### config.mk
export PLATFORM = sky130hd
export DESIGN_NAME = memory_arbiter
export DESIGN_NICKNAME = d
export VERILOG_FILES = /design/src/rtl/memory_arbiter.sv
export SDC_FILE = /design/constraint.sdc
export NUM_CORES = 1
export LEC_CHECK = 0
export ABC_AREA = 0
export BUFFER_PORTS_ARGS = -buffer_cell sky130_fd_sc_hd__buf_2
export CAP_MARGIN = 10
export CORE_AREA = 2 2 104 106
export CTS_CLUSTER_SIZE = 14
export DETAILED_ROUTE_END_ITERATION = 8
export DIE_AREA = 0 0 106 108
export PLACE_DENSITY = 0.71
export SYNTH_ARGS = -nofsm -noshare
export SYNTH_HDL_FRONTEND = slang
export SYNTH_SLANG_ARGS = --single-unit
### constraint.sdc
create_clock -name CLK -period 1.7 [get_ports CLK]
set_input_delay 0.085 -clock CLK [delete_from_list [all_inputs] [get_ports CLK]]
set_output_delay 0.085 -clock CLK [all_outputs]
set_load 0.005 [all_outputs]
### src/rtl/memory_arbiter.sv
// memory_arbiter: shares the single RAM port between instruction fetch and
// data access. It holds each grant until RAM reports ACCESS, keeps a
// starvation counter so fetch cannot be locked out by data traffic, and
// resolves LL/SC locally through a one-entry link register.
module memory_arbiter #(
  parameter int WORD_W     = 32,
  parameter int STARVE_MAX = 4
) (
  input  logic              CLK,
  input  logic              nRST,
  input  logic              iREN,
  input  logic [WORD_W-1:0] iaddr,
  output logic              iwait,
  output logic [WORD_W-1:0] iload,
  input  logic              dREN,
  input  logic              dWEN,
  input  logic              datomic,
  input  logic [WORD_W-1:0] daddr,
  input  logic [WORD_W-1:0] dstore,
  output logic              dwait,
  output logic [WORD_W-1:0] dload,
  output logic              ramREN,
  output logic              ramWEN,
  output logic [WORD_W-1:0] ramaddr,
  output logic [WORD_W-1:0] ramstore,
  input  logic [WORD_W-1:0] ramload,
  input  logic [1:0]        ramstate
);

  localparam logic [1:0] IDLE   = 2'd0;
  localparam logic [1:0] IGNT   = 2'd1;
  localparam logic [1:0] DGNT   = 2'd2;
  localparam logic [1:0] SCFAIL = 2'd3;

  localparam logic [1:0] RAM_ACCESS = 2'd2;
  localparam logic [3:0] STARVE_LIM = 4'(STARVE_MAX);

  logic [1:0]        state_reg, state_next;
  logic [3:0]        starve_cnt_reg, starve_cnt_next;
  logic              link_valid_reg, link_valid_next;
  logic [WORD_W-1:0] link_addr_reg, link_addr_next;

  logic ram_access;
  logic d_req;
  logic is_ll;
  logic is_sc;
  logic link_hit;
  logic i_done;
  logic d_done;
  logic sc_fail;

  assign ram_access = (ramstate == RAM_ACCESS);
  assign d_req      = dREN | dWEN;
  assign is_ll      = dREN & datomic;
  assign is_sc      = dWEN & datomic;
  assign link_hit   = link_valid_reg && (link_addr_reg == daddr);
  assign i_done     = (state_reg == IGNT) && ram_access;
  assign d_done     = (state_reg == DGNT) && ram_access;
  assign sc_fail    = (state_reg == SCFAIL);

  // Arbitration and grant sequencing; SC with a dead link skips the RAM entirely
  always_comb begin
    state_next = state_reg;
    case (state_reg)
      IDLE: begin
        if (iREN && (!d_req || starve_cnt_reg == STARVE_LIM)) begin
          state_next = IGNT;
        end else if (d_req) begin
          state_next = (is_sc && !link_hit) ? SCFAIL : DGNT;
        end
      end
      IGNT:    if (ram_access) state_next = IDLE;
      DGNT:    if (ram_access) state_next = IDLE;
      SCFAIL:  state_next = IDLE;
      default: state_next = IDLE;
    endcase
  end

  // Count data completions that overtook a waiting fetch, saturating at the limit
  always_comb begin
    starve_cnt_next = starve_cnt_reg;
    if (!iREN || i_done) begin
      starve_cnt_next = 4'd0;
    end else if ((d_done || sc_fail) && starve_cnt_reg < STARVE_LIM) begin
      starve_cnt_next = starve_cnt_reg + 4'd1;
    end
  end

  // Link register: set by LL, killed by any SC resolution or a plain store to the linked word
  always_comb begin
    link_valid_next = link_valid_reg;
    link_addr_next  = link_addr_reg;
    if (d_done) begin
      if (is_ll) begin
        link_valid_next = 1'b1;
        link_addr_next  = daddr;
      end else if (is_sc) begin
        link_valid_next = 1'b0;
      end else if (dWEN && daddr == link_addr_reg) begin
        link_valid_next = 1'b0;
      end
    end else if (sc_fail) begin
      link_valid_next = 1'b0;
    end
  end

  // State, counter and link registers; reset abandons any in-flight grant
  always_ff @(posedge CLK or negedge nRST) begin
    if (!nRST) begin
      state_reg      <= IDLE;
      starve_cnt_reg <= 4'd0;
      link_valid_reg <= 1'b0;
      link_addr_reg  <= '0;
    end else begin
      state_reg      <= state_next;
      starve_cnt_reg <= starve_cnt_next;
      link_valid_reg <= link_valid_next;
      link_addr_reg  <= link_addr_next;
    end
  end

  // RAM port drive depends only on the registered grant, never on ramstate
  always_comb begin
    ramREN   = 1'b0;
    ramWEN   = 1'b0;
    ramaddr  = '0;
    ramstore = '0;
    case (state_reg)
      IGNT: begin
        ramREN  = 1'b1;
        ramaddr = iaddr;
      end
      DGNT: begin
        ramREN   = dREN;
        ramWEN   = dWEN;
        ramaddr  = daddr;
        ramstore = dstore;
      end
      default: ;
    endcase
  end

  // Pipeline handshake: wait follows the request until its completion cycle
  always_comb begin
    iwait = iREN && !i_done;
    dwait = d_req && !d_done && !sc_fail;
    iload = i_done ? ramload : '0;
    dload = '0;
    if (d_done) begin
      dload = is_sc ? WORD_W'(1) : ramload;
    end
  end

endmodule

==> summary.md <==
| Metric | Value |
|---|---|
| Power per cell area | `~1200 nW/um2` |
| Seq/Total Area, Yosys | `slightly above 30%` |
| Cell Area, Synth | `3170 um2` |
| Status | `finished with violations` |
| Compound-Gate Fraction of Synth Area | `about a tenth` |
| Setup CP Type | `reg -> out` |
| Synth area leader | `dfrtp_1` |
| Total CTS buffers | `5` |
| Syn nets | `slightly below 500` |
| Wire length per cell | `~16 um` |
| Clock Latency Late Sink | `roughly 290 ps` |
| Number of global-route vias before repair | `between 3,000 and 4,000` |
| Max reg flops | `32` |
| NetSw | `~2300 uW` |
| Hold_sp | `daddr[4]` |
| Post-synthesis mux area share | `between 10% and 20%` |
| Critical path endpoint category | `output pin` |
| Clk pin slew, worst setup/hold paths | `80 ps` |
| Max Slew Vio Count | `0` |
| Drt pass-1 iters | `4` |
| GRT overflow | `0` |
| Top cells by area, synth | `dfrtp_1, and2_1, mux2_2` |
| Final instance area | `between 5000 and 6000 um2` |
| P_leak | `~0.0027 uW` |
| Min Clock Period, post-route | `1740 ps` |
| Clock skew after layout | `about 8.5 ps` |
| I/O pin cnt | `approximately 270` |
| First-pass GRT wire length | `17.3 mm` |
| Hold crit path type | `in -> reg` |
| Slew @ Worst Pin | `about 500 ps` |
| R2r setup slk | `around 20 ps` |
| Power Internal | `~3700 uW` |
| Fmax | `roughly 570 MHz` |
| Synthesis-to-layout area growth | `58.4%` |
| Clock network power share | `~10%` |
| Max-cap violations | `0` |
| Synth top area share | `between 30% and 40%` |
| Yosys reg bits | `39` |
| Worst R2R End | `link_addr_reg[18]$_DFFE_PN0P_` |
| Failing checks | `negative setup slack` |
| Diode count | `0` |
| Core area | `just over 10,000 um2` |
| CP max stage delay | `~380 ps` |
| CTS tree | `built` |
| Gpl congestion | `0.857` |
| Largest family of logic cells by synthesized area | `simple AND/OR/NAND/NOR gates` |
| Slowest-stage cell, CP | `dfrtp_1` |
| Clock buffer depth | `2` |
| Final layout net count | `roughly 760` |
| Simple-Gate Fraction of Synth Area | `between 30 and 40%` |
| XOR/XNOR Fraction of Synth Area | `under 10%` |
| Die area | `roughly 11,000 um2` |
| Final Hold Fails | `0` |
| Reg2Reg Depth | `6` |
| Total power | `around 6100 uW` |
| Reg power frac | `about a quarter` |
| RSZ-0062 raised after global routing | `yes` |
| Hold Path Cell Cnt | `2` |
| Pin count of the biggest net entering global routing | `40` |
| Post-DP Area | `between 4000 and 5000 um2` |
| Synth Area in Adders | `about 2.4%` |
| Post-DR vias/cell | `~4.7` |
| IO Port Bufs | `~270` |
| # DRC | `0` |
| Post-synthesis cell count | `352` |
| Row Count | `37` |
| Antenna Violating Nets Remaining | `0` |
| Yosys synthesis warning count | `0` |
| CP Cell Sequence | `buf_4, ha_4, nand3b_4, nor2_4, buf_12, and2_1, buf_2` |
| Yosys cell types | `32` |
| Filler cells | `about 1,000` |
| Slew headroom | `between 60% and 70%` |
| Syn Area/Cell | `9.01 um2` |
| Via count | `about 3,600` |
| Share of cells above drive strength 1 | `between 50% and 60%` |
| Sw Share | `between 30 and 40%` |
| Reg2reg start | `state_reg[1]$_DFFE_PN0P_` |
| Worst Hold End | `link_addr_reg[4]$_DFFE_PN0P_` |
| HPWL Detailed | `between 9 and 10 mm` |
| WL final | `11.8 mm` |
| Combinational power share | `between 60% and 70%` |
| Worst EP arrival | `about 1700 ps` |
| DIE WIDTH | `between 100 and 150 um` |
| Clock sink count | `39` |
| Initial antenna violation count | `1` |
| Fin crit share | `102%` |
| Setup violators final | `63` |
| Root Buffer | `clkbuf_8` |
| DR iter-0 viols | `roughly 200` |
| Total Routing Usage GR | `slightly below 20%` |
| Startpoint types | `register` |
| Initial core utilization | `between 30 and 40%` |
| H-tree depth | `2` |
| Worst Path Required | `1620 ps` |
| Critical path startpoint | `state_reg[1]$_DFFE_PN0P_` |
| Final Worst Setup Slack | `-42.1 ps` |
| Die Y | `about 110 um` |
| Crit-path max FO | `31` |
| Worst vdd ir | `about 650 uV` |
## logic make-up after synthesis
family	count (synthesis)
buf+inv	34
simple gates	162
xor+xnor	33
flops	39
mux	33
fa+ha+maj	6
compound gates	45
## what timing repair did
item,4_1_cts,5_1_grt
gates resized for setup,17,11
endpoints found under the hold margin,39,0
pin swaps,3,3
gates cloned,1,1
endpoints found under the setup margin,130,160
setup buffers,2,0
hold buffers,1,0
## metal layers
layer,share of wire (%),track usage [%]
met1,39,21.7
met2,52,36.4
met3,6.9,3.44
met4,1.3,6.67
met5,0.11,0
## area by class of cell
| cell class | instances | area (um2) | area share (%) |
|---|---|---|---|
| sequential | 39 | 976 | 19.4 |
| timing repair buffer | 285 | 1590 | 31.7 |
| clock buffer | 7 | 76.3 | 1.52 |
| clock inverter | 1 | 5.00 | 0.0996 |
| inverter | 11 | 41.3 | 0.822 |
| tap | 136 | 170 | 3.39 |
| multi-input combinational | 279 | 2160 | 43.1 |
## cells in the final DEF (no fill, tap or decap), drive strengths merged
master       count
a211oi           2
a21oi            1
a221oi           1
a22oi           32
a31oi            1
a32o             1
a32oi            2
and2            98
and3             1
and3b            1
buf            282
bufbuf           1
clkbuf           8
clkinv           1
dfrtp           39
dlygate4sd3      1
ha               6
inv             11
mux2            32
mux2i            1
nand2            4
nand2b           1
nand3b           1
nand4            8
nor2            11
nor2b           33
nor3b            1
nor4             2
o21a             1
o21ai            3
o31ai            1
or2              1
xnor2           33
## cell usage after synthesis, drive strengths merged
cell type	number
a221oi	1
or2	1
nor4	2
inv	11
a31oi	1
a21oi	1
and2	98
nand2	4
nor2b	33
nor2	11
nand4	8
buf	3
and3	1
a211oi	2
nand3b	1
clkbuf	20
xnor2	33
a22oi	32
ha	6
o21ai	3
nor3b	1
o21a	1
mux2	32
and3b	1
a32o	1
nand2b	1
mux2i	1
a32oi	2
o31ai	1
dfrtp	39
## critical path, delay by kind of cell (launching register included)
| kind | cells | cell delay, ps |
|---|---|---|
| buffers and inverters | 3 | 420 |
| adder cells (fa/ha/maj) | 1 | 170 |
| flip-flops | 1 | 380 |
| AND/OR/NAND/NOR | 3 | 390 |
## through the flow
stage,setup WS [ps],cells,hold slack [ps],TNS (ps),util [%]
2_1_floorplan,40.5,352,-211,0,-
3_3_place_gp,70.4,745,164,0,46.3
3_5_place_dp,-21.2,745,171,-21.2,46.3
4_1_cts,-66.4,757,58.5,-1260,48.4
5_1_grt,-116,758,69.9,-8350,49.1
6_report,-42.1,758,69.8,-623,49.1
## how the worst max path moves through the flow
| stage | end | slack, ps | depth (start not counted) |
|---|---|---|---|
| finish | dload[31] | -40 | 7 |
| global route | dload[31] | -120 | 7 |
| global placement | ramaddr[24] | 70 | 6 |
| floorplan | link_addr_reg[0]$_DFFE_PN0P_ | 40 | 6 |
| detailed placement | ramaddr[24] | -20 | 6 |
| CTS | dload[6] | -70 | 7 |
## power by group through the flow
stage               combinational (uW)  clock (uW)  sequential (uW)
floorplan                         2130           0             1540
global placement                  3280           0             1570
detailed placement                3420           0             1600
CTS                               3820         624             1570
global route                      4220         654             1630
finish                            3870         605             1580
(Power assumes the default switching activity.)
